File: config.mk
export PLATFORM = sky130hd
export DESIGN_NAME = dmac_sched
export DESIGN_NICKNAME = d
export VERILOG_FILES = /design/src/rtl/dmac_pkg.sv /design/src/rtl/dmac_rr_arb.sv /design/src/rtl/dmac_sched.sv
export SDC_FILE = /design/constraint.sdc
export NUM_CORES = 1
export LEC_CHECK = 0
export ABC_AREA = 1
export ABC_CLOCK_PERIOD_IN_PS = 7800
export CELL_PAD_IN_SITES_DETAIL_PLACEMENT = 0
export CELL_PAD_IN_SITES_GLOBAL_PLACEMENT = 1
export CORE_AREA = 2 2 209 211
export CTS_CLUSTER_SIZE = 30
export DETAILED_ROUTE_END_ITERATION = 7
export DIE_AREA = 0 0 211 213
export GPL_TIMING_DRIVEN = 0
export PLACE_DENSITY_LB_ADDON = 0.2
export SLEW_MARGIN = 5
export SYNTH_ARGS = -nofsm -noshare
export SYNTH_HDL_FRONTEND = slang
export SYNTH_SLANG_ARGS = --single-unit
File: constraint.sdc
create_clock -name ap_clk -period 7.8 [get_ports ap_clk]
set_clock_uncertainty 0.2 [all_clocks]
set_input_delay 1.17 -clock ap_clk [delete_from_list [all_inputs] [get_ports ap_clk]]
set_output_delay 1.17 -clock ap_clk [all_outputs]
set_load 0.01 [all_outputs]
File: src/rtl/dmac_pkg.sv
// Shared types for the DMA channel scheduler: FSM states, descriptor payload
// and address width.
package dmac_pkg;

    localparam int unsigned DMAC_ADDR_W = 32;

    typedef enum logic [1:0] {
        IDLE  = 2'd0,
        START = 2'd1,
        WAIT  = 2'd2,
        CMPL  = 2'd3
    } dmac_state_t;

    typedef struct packed {
        logic [DMAC_ADDR_W-1:0] src;
        logic [DMAC_ADDR_W-1:0] dst;
        logic [DMAC_ADDR_W-1:0] len;
    } dmac_desc_t;

endpackage

File: src/rtl/dmac_rr_arb.sv
// Combinational round-robin picker.
//   req     : request vector, one bit per requester
//   rr_ptr  : highest-priority index for this arbitration
//   grant   : index of the first requesting bit at or after rr_ptr (wrapping)
//   any_req : at least one request present (grant is only meaningful then)
module dmac_rr_arb #(
    parameter  int unsigned NUM_REQ = 4,
    localparam int unsigned ID_W    = $clog2(NUM_REQ)
) (
    input  logic [NUM_REQ-1:0] req,
    input  logic [ID_W-1:0]    rr_ptr,
    output logic [ID_W-1:0]    grant,
    output logic               any_req
);

    logic [ID_W-1:0] idx;
    logic            found;

    assign any_req = |req;

    // Scan from rr_ptr upward, wrapping modulo NUM_REQ; first hit wins.
    always_comb begin
        grant = '0;
        found = 1'b0;
        idx   = '0;
        for (int unsigned k = 0; k < NUM_REQ; k++) begin
            idx = ID_W'((32'(rr_ptr) + k) % NUM_REQ);
            if (!found && req[idx]) begin
                found = 1'b1;
                grant = idx;
            end
        end
    end

endmodule

File: src/rtl/dmac_sched.sv
// Schedules descriptors from NUM_REQ requesters onto a single DMA engine.
//   ap_clk, ap_rst          : clock, synchronous active-high reset
//   req_valid/req_ready     : per-requester descriptor handshake (ready is
//                             combinational, asserted in the grant cycle)
//   req_src/req_dst/req_len : packed per-requester descriptors, 32 bits each
//   cmpl_valid, cmpl_err    : one-hot completion pulse, err = timeout
//   eng_*                   : registered descriptor, start pulse, done/idle
//   busy, grant_id          : FSM not idle, current/last granted requester
//   xfer_count              : wrapping count of completed transfers
module dmac_sched
    import dmac_pkg::*;
#(
    parameter  int unsigned NUM_REQ     = 4,
    parameter  int unsigned TIMEOUT_CYC = 65535,
    localparam int unsigned ID_W        = $clog2(NUM_REQ)
) (
    input  logic                           ap_clk,
    input  logic                           ap_rst,
    input  logic [NUM_REQ-1:0]             req_valid,
    output logic [NUM_REQ-1:0]             req_ready,
    input  logic [NUM_REQ*DMAC_ADDR_W-1:0] req_src,
    input  logic [NUM_REQ*DMAC_ADDR_W-1:0] req_dst,
    input  logic [NUM_REQ*DMAC_ADDR_W-1:0] req_len,
    output logic [NUM_REQ-1:0]             cmpl_valid,
    output logic                           cmpl_err,
    output logic [DMAC_ADDR_W-1:0]         eng_src_addr,
    output logic [DMAC_ADDR_W-1:0]         eng_dst_addr,
    output logic [DMAC_ADDR_W-1:0]         eng_byte_len,
    output logic                           eng_start,
    input  logic                           eng_done,
    input  logic                           eng_idle,
    output logic                           busy,
    output logic [ID_W-1:0]                grant_id,
    output logic [31:0]                    xfer_count
);

    localparam int unsigned DW = DMAC_ADDR_W;

    dmac_state_t     state_q, state_d;
    logic [ID_W-1:0] rr_ptr_q;
    logic [ID_W-1:0] win;
    logic [ID_W-1:0] cmpl_id;
    logic            any_req;
    logic            grant_fire;
    logic            err_d;
    logic [31:0]     timer_q;
    dmac_desc_t      sel_desc;

    dmac_rr_arb #(.NUM_REQ(NUM_REQ)) u_arb (
        .req     (req_valid),
        .rr_ptr  (rr_ptr_q),
        .grant   (win),
        .any_req (any_req)
    );

    // Descriptor of the arbitration winner.
    assign sel_desc = '{src: req_src[win*DW +: DW],
                        dst: req_dst[win*DW +: DW],
                        len: req_len[win*DW +: DW]};

    // A zero-length grant goes straight to CMPL, so its id comes from the winner.
    assign cmpl_id = grant_fire ? win : grant_id;

    // Next-state and grant handshake.
    always_comb begin
        state_d    = state_q;
        req_ready  = '0;
        grant_fire = 1'b0;
        err_d      = 1'b0;
        case (state_q)
            IDLE: begin
                if (!ap_rst && any_req && eng_idle) begin
                    grant_fire     = 1'b1;
                    req_ready[win] = 1'b1;
                    state_d        = (sel_desc.len == '0) ? CMPL : START;
                end
            end
            START: state_d = WAIT;
            WAIT: begin
                // Done has priority over a coincident timeout.
                if (eng_done) begin
                    state_d = CMPL;
                end else if (timer_q == TIMEOUT_CYC) begin
                    state_d = CMPL;
                    err_d   = 1'b1;
                end
            end
            CMPL:    state_d = IDLE;
            default: state_d = IDLE;
        endcase
    end

    // State, datapath and registered outputs.
    always_ff @(posedge ap_clk) begin
        if (ap_rst) begin
            state_q      <= IDLE;
            busy         <= 1'b0;
            eng_start    <= 1'b0;
            cmpl_valid   <= '0;
            cmpl_err     <= 1'b0;
            eng_src_addr <= '0;
            eng_dst_addr <= '0;
            eng_byte_len <= '0;
            grant_id     <= '0;
            rr_ptr_q     <= '0;
            xfer_count   <= '0;
            timer_q      <= '0;
        end else begin
            state_q    <= state_d;
            busy       <= (state_d != IDLE);
            eng_start  <= (state_d == START);
            cmpl_valid <= (state_d == CMPL) ? (NUM_REQ'(1) << cmpl_id) : '0;
            cmpl_err   <= (state_d == CMPL) && err_d;

            // Timer counts cycles since START: equals k in the k-th WAIT cycle.
            if (grant_fire) begin
                eng_src_addr <= sel_desc.src;
                eng_dst_addr <= sel_desc.dst;
                eng_byte_len <= sel_desc.len;
                grant_id     <= win;
                timer_q      <= '0;
            end else if (state_q == START || state_q == WAIT) begin
                timer_q <= timer_q + 32'd1;
            end

            if (state_q == CMPL) begin
                xfer_count <= xfer_count + 32'd1;
                rr_ptr_q   <= (grant_id == ID_W'(NUM_REQ - 1)) ? '0 : grant_id + ID_W'(1);
            end
        end
    end

endmodule
Word-level counts from Yosys, hierarchy flattened
Index checks and enable logic that the tools add are counted.

Flip-flop bits (word level): 173. Input bits: 392. Output and inout port bits: 141. Word-level logic and storage cells: 85.

Add/subtract/negate cells: 6. $lt $le $gt $ge: 6. Equal/unequal tests: 7. Shifts and indexed selects: 4. Mux-type cells: 31. Bitwise operators: 1. Reductions and logical operators: 18.

Operators by type and width (number): 128-bit by 8-bit variable part select with 32-bit output (3); 32-bit by 1-bit adder with 32-bit output (second input constant) (2); 32-bit by 16-bit equality test with 1-bit output (second input constant) (1); 32-bit zero test (1); 2-bit two-way mux (10); 2-bit by 3-bit < comparator with 1-bit output (second input constant) (5); 1-bit two-way mux (13); 1-bit binary-select mux with 2-bit select (4); 2-bit equality test (second input constant) (4); 4-bit two-way mux (2); 2-bit case mux with 4 select lines (1); 1-bit logical AND (7); 2-bit by 1-bit adder with 2-bit output (second input constant) (2); 2-bit adder (second input constant) (2); 2-bit by 1-bit equality test with 1-bit output (second input constant) (2); 1-bit zero test (4); 2-bit OR reduction (2); 4-bit OR reduction (1); 1-bit by 2-bit << shifter with 4-bit output (first input constant) (1); 1-bit demux with 2-bit select (1); 2-bit by 1-bit greater-or-equal comparator with 1-bit output (second input constant) (1); 2-bit zero test (1); 2-bit nonzero test (1); 1-bit logical OR (1); 1-bit NOT (1).

Logic depth before layout (Yosys ltp)
Gate-level depths: netlist (run 1).

Depth in word-level cells: 20. Mapped depth: 22. Mapped depth without buffers: 21.

Hierarchy
Synthesis (run 1) repeated with hierarchy kept, for this count alone.

Cells, all modules: 1469. Area, all modules: 9723.1 µm².

Modules (own cells, without submodules): dmac_sched (instances 1, cells each 1416, area an instance 9454.1 µm², sequential area each 3463.3 µm²); dmac_rr_arb (instances 1, cells each 53, area an instance 269.0 µm², sequential area each 0.0 µm²).

Worst setup path before layout (run 1)
OpenSTA, ideal clock, no wires.

Path kind: input-to-output. Start: input req_valid[2]. End: output req_ready[0]. Arrival: 2679 ps. Required time: 6430 ps. Path slack: 3751 ps. Cell stages on the path: 13. Buffers on the path: 3. Path through: inv_1 -> nand2_1 -> nand3_1 -> nand2_2 -> nor2_4 -> nand2_2 -> nand3_2 -> nand2_2 -> buf_6 -> buf_6 -> nand2_1 -> nor2_1 -> clkbuf_1.

Word-level cells in the longest chain between the ends: 18. Elaborated cells on any way between the ends: 31. Classes of those cells: order compare (2); mux (19); reduce/logical (10).

RTL lines: start, declared (line dmac_sched.sv:19) `input logic [NUM_REQ-1:0] req_valid,`; 1-bit binary-select mux with 2-bit select (line dmac_rr_arb.sv:28) `if (!found && req[idx]) begin`; 1-bit two-way mux (implied by the code) (line dmac_rr_arb.sv:28); 1-bit two-way mux (line dmac_rr_arb.sv:28); 1-bit zero test (line dmac_rr_arb.sv:28); 1-bit logical AND (line dmac_rr_arb.sv:28); 1-bit two-way mux (line dmac_rr_arb.sv:28); 1-bit zero test (line dmac_rr_arb.sv:28); 1-bit logical AND (line dmac_rr_arb.sv:28); (+2 left out); 1-bit logical AND (line dmac_rr_arb.sv:28); 2-bit two-way mux (line dmac_rr_arb.sv:28); 2-bit by 3-bit < comparator with 1-bit output (implied by the code) / 2-bit by 1-bit greater-or-equal comparator with 1-bit output (equally long branches) (line dmac_sched.sv:74) `req_ready[win] = 1'b1;`; 1-bit logical AND (implied by the code) (line dmac_sched.sv:74); 1-bit two-way mux (implied by the code) (line dmac_sched.sv:74); 1-bit demux with 2-bit select (line dmac_sched.sv:74); 4-bit two-way mux (*) (line dmac_sched.sv:72) `if (!ap_rst && any_req && eng_idle) begin`; 4-bit two-way mux (*) (line dmac_sched.sv:70) `case (state_q)`; end, declared (line dmac_sched.sv:20) `output logic [NUM_REQ-1:0] req_ready,`.

Mark *: on every way between the ends. The rest lies on a longest branch, timed or not. The select of a mux whose other input is x is not followed.

Worst setup path after layout (run 1)
Start: input req_valid[0]. End: output req_ready[0].

Same word-level chain as after synthesis.

==> results list, run 1 <==
- The flow ran to the end, and the final reports show no timing, DRC or antenna violations.
* Total routed wirelength: 53100 microns
- Part of the power in combinational logic: 38.9%
- Final cell utilization of the core: 38.9%
* Worst R2R End: eng_src_addr[16]
- The post-route netlist has 4.31% of its cells at a drive strength greater than 1.
* Highest clock frequency the design can meet: 156 MHz
* Worst-case vdd ir drop: 0.151 mV
- Avg WL per Cell: 20.1 microns
- The initial antenna violation count came to 16.
* Category of the worst setup path launch point: primary input
* Wire length of the first global-routing pass: 77300 microns
- Critical Path AT: 5.03 ns
- Switching power: 1.14 mW
- Number of synthesis warnings: 0
- The worst hold path terminates at eng_src_addr[12].
* Slew Limit Fails: 0
* Post-synth top area cell: dfxtp_1
- Clock tree synthesis found a total of 173 sinks.
* List of most frequent post-synthesis cells: nand2_1 (315), nor2_1 (229), inv_1 (202)
- The die is 213 microns tall.
- Remaining DRCs: 0
- Counting I/O delays and the setup requirement, the final critical path takes 6.40 ns.
- At the end of routability-driven placement, the weighted congestion stood at 0.886.
- DR iter-0 viols: 731
- The number of global-route vias before repair came to 12508.
* Clock-pin transition on the worst setup and hold timing paths: 0.07 ns
- In this run the count of I/O pins placed on the die edge is 533.
* Root Buffer Master: clkbuf_16
* Sum of negative setup slack: 0 ns
- Count of max-cap constraint violations: 0
* Count of state elements after synthesis: 173
- Number of distinct library cell variants in the gate-level netlist after synthesis: 41
- At the worst endpoint, the required time is 6.43 ns.
* Overall fraction of global-route tracks in use: 23.2%
- The min-delay analysis places its worst path in the category flip-flop to flip-flop.
* Share of the yosys chip area belonging to registers: 34.8%
- Async set-or-reset flop fraction in the synthesized netlist: 0%
- Summing every instance area after synthesis gives 9940 sq um.
- In this run the post-CTS setup repair buffer count came out at 0.
- Post-DR vias/cell: 4.65
- Once the floorplan was initialized, standard cells occupied 23.3% of the core.
- Synth Net Count: 1923
- Counting along the longest clock path gives a buffer depth of 2.
* Cell types occupying the most area after synthesis: dfxtp_1 (35%), nand2_1 (12%), nor2_1 (8.6%)
* Power per cell area: 199 nW/um^2
* Number of levels in the clock H-tree: 4
- Final std cell area, no fill: 16600 sq um
- Switching share of total power: 34.5%
- The worst register-to-register path begins at rr_ptr_q[0].
* Pin count of the biggest net entering global routing: 17
- For the pin with the worst max-slew slack, the measured transition is 0.781 ns.
* Routed vias: 12306
* Static leakage power: 6.61 nW
- Headroom to the max-slew limit came out at 47.8%.
- For this design, the CTS-stage hold fixing added 0 buffers.
* Cell depth of the worst flop-to-flop path: 16
* Worst setup EP type: primary output
* Hold_sp: eng_src_addr[12]
- For flop-to-flop paths, the worst setup slack is 4.35 ns.
* Number of clock buffers inserted by TritonCTS: 17
- Clock share of power: 29.1%
- Latest clock arrival within the worst-skew pair: 0.44 ns
- Among all flip-flop cells after synthesis, the most frequent one is dfxtp_1.
- After global routing the overflow that remains totals 0.
- NumNets Final: 2473
- The share of synthesized area in the top cell type comes to 34.8%.
- Antenna violation net count after detailed routing: 0
- Final-report setup violation count: 0
- Clock tree from TritonCTS: built
* Synthesis-to-layout area growth: 67.1%
- Portion of total power attributed to sequential cells: 32.0%
- Post-cts gate resize count: 0
* Worst Path Class, Setup: primary input to primary output
- A synthesized cell averages 6.52 sq um.
- TritonRoute pass-1 iters: 5
- Yosys mapped a number of flops with a built-in enable equal to 0.
* Crit-path max FO: 10
- Cell depth of the worst hold path: 1
- The core region is 42700 sq um.
- Summing all placed instances gives a cell area of 15900 sq um.
- Buffers placed on the I/O ports in this run total 531.
- Synthesis produced 1525 cells.
* Most instantiated library cell after synthesis: nand2_1
* Floorplan die width: 211 microns
* Std cell rows: 76
- Setup repair after global routing missed its margin: no
- After layout, the worst path uses 82.0% of the clock period.
- The HPWL after detailed placement is 43100 microns.
- Internal power comes to 2.17 mW.
- Die area: 44900 sq um
- The number of hold violations in the final report was 0.
-- metal layers --
metal / vias up / global-route usage (%) / wire, microns / share of wire (%)
met5: - / 0 / 54 / 0.10
met3: 77 / 6.80 / 3700 / 7.0
met1: 5720 / 26.8 / 21800 / 41
li1: 6129 / - / - / -
met2: 372 / 40.3 / 26100 / 49
met4: 8 / 9.15 / 1430 / 2.7
-- power groups by stage --
| stage | logic, mW | clock network (mW) | registers (mW) |
|---|---|---|---|
| 2_1_floorplan | 0.555 | 0 | 1.12 |
| 3_3_place_gp | 1.29 | 0 | 1.07 |
| 3_5_place_dp | 1.29 | 0 | 1.07 |
| 4_1_cts | 1.30 | 0.982 | 1.06 |
| 5_1_grt | 1.40 | 1.01 | 1.07 |
| 6_report | 1.29 | 0.961 | 1.06 |
-- worst max-delay path, cell delays in order --
cell             delay, ns
clkdlybuf4s50_1       0.51
nor4_1                0.07
nor3_1                0.60
inv_1                 0.13
nor2_1                0.63
nand2_1               0.21
nor2_1                0.49
clkbuf_1              0.54
clkdlybuf4s50_1       0.67
-- layout by cell type, fill, tap and decap left out, types with 7 or more instances in the layout --
cell / instances
dfxtp_1: 173
nand2_1: 315
nor3_1: 28
buf_6: 7
inv_1: 202
nor4_1: 13
nand4_1: 15
nor2_1: 229
clkdlybuf4s50_1: 531
a31oi_1: 35
o21ai_0: 99
clkbuf_1: 45
clkbuf_16: 17
nand3_1: 103
a21oi_1: 73
buf_2: 26
a32o_1: 33
a22o_1: 60
xnor2_1: 7
diode_2: 11
-- registers in the layout, indices dropped and copies added, names as in the netlist --
register	cells
eng_start	1
eng_dst_addr	32
grant_id	2
timer_q	32
eng_src_addr	32
state_q	2
xfer_count	32
cmpl_valid	4
eng_byte_len	32
rr_ptr_q	2
busy	1
cmpl_err	1
-- layout make-up --
cell class	count	area [sq um]
Antenna cell	11	27.5
Buffer	85	423
Clock buffer	21	450
Clock inverter	11	190
Fill cell	4577	26100
Inverter	209	785
Multi-Input combinational cell	1058	5270
Sequential cell	173	3460
Tap cell	546	683
Timing Repair Buffer	531	5320
-- cells by family (layout without fill, tap and decap cells) --
kind of cell,count (synthesis),in the layout,synth area share (%)
adder cells (fa/ha/maj),6,6,0.755
flip-flops,173,173,34.8
buffers and inverters,294,857,12.1
other,0,11,0
AND/OR/NAND/NOR,723,723,30.4
AO/OA/AOI/OAI,316,316,20.7
XOR/XNOR,13,13,1.15
-- how the worst max path moves through the flow --
stage / endpoint / slack, ns / cells past startpoint / from
after detailed placement: req_ready[0] / 1.21 / 9 / req_valid[0]
after global routing: req_ready[0] / 0.99 / 9 / req_valid[1]
after floorplan: req_ready[0] / 3.75 / 13 / req_valid[2]
after CTS: req_ready[0] / 1.18 / 9 / req_valid[0]
after global placement: req_ready[0] / 1.16 / 9 / req_valid[1]
final: req_ready[0] / 1.40 / 9 / req_valid[0]
-- through the flow --
| stage | std cells | worst slack, ns | hold slack [ns] | power, mW |
|---|---|---|---|---|
| 3_5_place_dp | 2602 | 1.21 | 0.252 | 2.37 |
| 4_1_cts | 2634 | 1.18 | 0.268 | 3.34 |
| 5_1_grt | 2645 | 0.988 | 0.291 | 3.48 |
| 2_1_floorplan | 1525 | 3.75 | 0.252 | 1.67 |
| 6_report | 2645 | 1.40 | 0.269 | 3.31 |
| 3_3_place_gp | 2602 | 1.16 | 0.248 | 2.37 |
Power figures use the tool's default switching activity.
==> inputs of run 2 (changes only) <==
- ABC_CLOCK_PERIOD_IN_PS: 7800 -> 5800
- CORE_AREA: 2 2 209 211 -> unset
- CORE_MARGIN: unset -> 2
- CORE_UTILIZATION: unset -> 24
- DIE_AREA: 0 0 211 213 -> unset
- clock period: 7.8 -> 5.8 ns (I/O delays scaled with it)
==> run 2 against run 1 <==
  * Count of clock-buffer cells in the layout shrank 2
  * Sequential share of layout area grew 0.079 points
  * Non-clock buffer count did not move
  * Worst setup slack worse by 1.0 ns
  * Critical path depth is 8 higher
  * Worst hold slack improved by 0.0020 ns
  * Critical path type unchanged
  * Critical endpoint unchanged
==> results list, run 2 (synthesis gave the netlist of run 1 again) <==
- Run status: finished, final reports clean
- Once detailed placement completed, the half-perimeter wirelength came to 43500 microns.
- Overflow left after global routing: 0
* Worst-case vdd ir drop: 0.197 mV
* Critical Path AT: 4.33 ns
* Remaining DRCs: 0
* NumNets Final: 2473
- Shortest period the worst path allows: 5.40 ns
- Sequential cells account for 32.8% of the total power.
* Power per cell area: 263 nW/um^2
- In the final routed layout, each cell accounts on average for 20.3 microns.
- Clock tree from TritonCTS: built
- Final-report setup violation count: 0
- Area occupied by registers: 3460 sq um
- The floorplan step set the die width to 208 microns.
- Filler Cell Count: 4298
* Worst setup slack after layout: 0.401 ns
* Number of clock buffers inserted by TritonCTS: 17
* Synthesis-to-layout area growth: 66.4%
- Of the available clock period, the critical path in the final layout requires 93.1%.
* Slew at the pin closest to its max-slew limit: 0.761 ns
- Crit-path max FO: 10
- In this run, the clock network consumes 27.3% of the power.
- Data required time at the worst endpoint: 4.73 ns
- Overall power after layout: 4.34 mW
- At the placement stage, the worst setup path has a slack of 0.107 ns.
- Commonest cells after routing, fill and taps aside: clkdlybuf4s50_1 (531), nand2_1 (315), nor2_1 (228)
* Worst setup EP type: primary output
- The library cell used most frequently in the layout, excluding fill and tap cells, is clkdlybuf4s50_1.
- Placed standard-cell area: 15900 sq um
- Setup slack on the worst reg-to-reg path comes out at 2.42 ns.
- Clock-pin transition on the worst setup and hold timing paths: 0.07 ns
- STA classifies the critical path startpoint as a primary input.
* Antenna violation net count after detailed routing: 0
- Root Buffer Master: clkbuf_16
* Worst hold slack across all endpoints: 0.271 ns
- Count of max-cap constraint violations: 0
- The die covers 43100 sq um.
- Along the worst hold path, the cell count comes to 1.
- Core Footprint: 40800 sq um
- Final instance count without filler cells: 2635
- For this run, the share of the core covered by cells in the final layout is 40.5%.
- By startpoint and endpoint, the worst setup path is classified as primary input to primary output.
- Total count of hold-check failures in the final report: 0
- Number of global-route vias before repair: 12586
* Part of the power in combinational logic: 39.9%
- Once the floorplan was initialized, standard cells occupied 24.3% of the core.
* Routed vias: 12349
- After detailed routing, the total wire length is 53500 microns.
- Cell depth of the worst flop-to-flop path: 16
* Final std cell area, no fill: 16500 sq um
* Highest clock frequency the design can meet: 185 MHz
- Sum of negative setup slack: 0 ns
- Maximum clock path buffer count: 2
* Slew HR: 48.8%
* Hold_buf cts: 0
- The final number of max-transition violations is 0.
* Cell count after placement: 2588
- The worst register-to-register path ends at eng_src_addr[17].
- Using the TritonRoute via totals, the vias-per-cell ratio works out to 4.69.
- Setup repair after global routing missed its margin: no
- For this design the top-level I/O count stands at 533.
* Latest clock arrival within the worst-skew pair: 0.44 ns
- Entering global routing, the biggest net connects 17 pins.
* Antenna violations before repair: 15
- Before antenna repair, the detailed router went through 5 iterations.
- Internal power: 2.76 mW
* Overall fraction of global-route tracks in use: 24.3%
- Static leakage power: 6.58 nW
- Launching element of the worst setup path: req_valid[2]
- Summed over all nets, the switching power comes to 1.58 mW.
- The die is 208 microns tall.
- For this block, the initial DRC count from the detailed router was 826.
- For hold timing, the worst endpoint is eng_dst_addr[0].
* Clk sinks: 173
- R2r startpoint: rr_ptr_q[0]
* Switching share of total power: 36.4%
* Global placer's final weighted congestion: 0.885
* Area of combinational cells with multiple inputs: 5270 sq um
- The post-route netlist has 4.50% of its cells at a drive strength greater than 1.
* Type of the tightest min-delay check: flip-flop to flip-flop
* Hold_sp: eng_dst_addr[0]
- The first global-routing pass estimated 79600 microns of wire.
- The floorplan has 74 rows.
- IO buf count: 531
- Number of levels in the clock H-tree: 4
==> run 2: worst max path at each step <==
stage                    to
2_1_floorplan  req_ready[0]
3_3_place_gp   req_ready[1]
3_5_place_dp   req_ready[1]
4_1_cts        req_ready[1]
5_1_grt        req_ready[0]
6_report       req_ready[0]
==> run 2: timing repair <==
item,CTS,global route
resized for setup,0,1
setup endpoints to repair,0,2
buffers inserted,0,0
==> run 2: worst max-delay path, stage by stage <==
cell	delay (ns)
clkdlybuf4s50_1	0.51
inv_1	0.05
nand2_1	0.09
nand2_1	0.06
nand2_1	0.05
nand2_1	0.08
nand2_1	0.08
inv_1	0.05
nand2_2	0.08
nand3_2	0.16
nand2_2	0.13
buf_6	0.18
buf_6	0.18
nand2_1	0.09
nor2_1	0.42
clkbuf_1	0.55
clkdlybuf4s50_1	0.66
==> run 2: power by group through the flow <==
stage | registers, mW | logic (mW) | clock network, mW
after floorplan | 1.50 | 0.746 | 0
after global placement | 1.44 | 1.74 | 0
after detailed placement | 1.45 | 1.74 | 0
after CTS | 1.42 | 1.75 | 1.21
after global routing | 1.44 | 1.90 | 1.26
final | 1.42 | 1.74 | 1.19
==> run 2: metal layers <==
layer | wire (microns) | track usage, % | share of wire, % | up-vias
met4 | 1120 | 8.45 | 2.1 | 0
met5 | 0 | 0 | 0 | -
met2 | 25900 | 41.0 | 48 | 422
li1 | - | - | - | 6139
met1 | 22200 | 29.3 | 42 | 5735
met3 | 4180 | 7.47 | 7.8 | 53
==> run 2: area by class of cell <==
type                    instances  area share (%)
multi-input cells            1058            31.9
repair buffers                531            32.1
well taps                     532            4.02
flip-flops and latches        173            20.9
inverters                     209            4.74
plain buffers                  85            2.56
diodes                         15           0.227
clock inverters                13           0.786
clock buffers                  19            2.74
==> inputs of run 3 (changes only) <==
- SLEW_MARGIN: 5 -> unset
==> results of run 3 <==
Same layout as run 2: the final DEF is identical, and so are final timing and power.
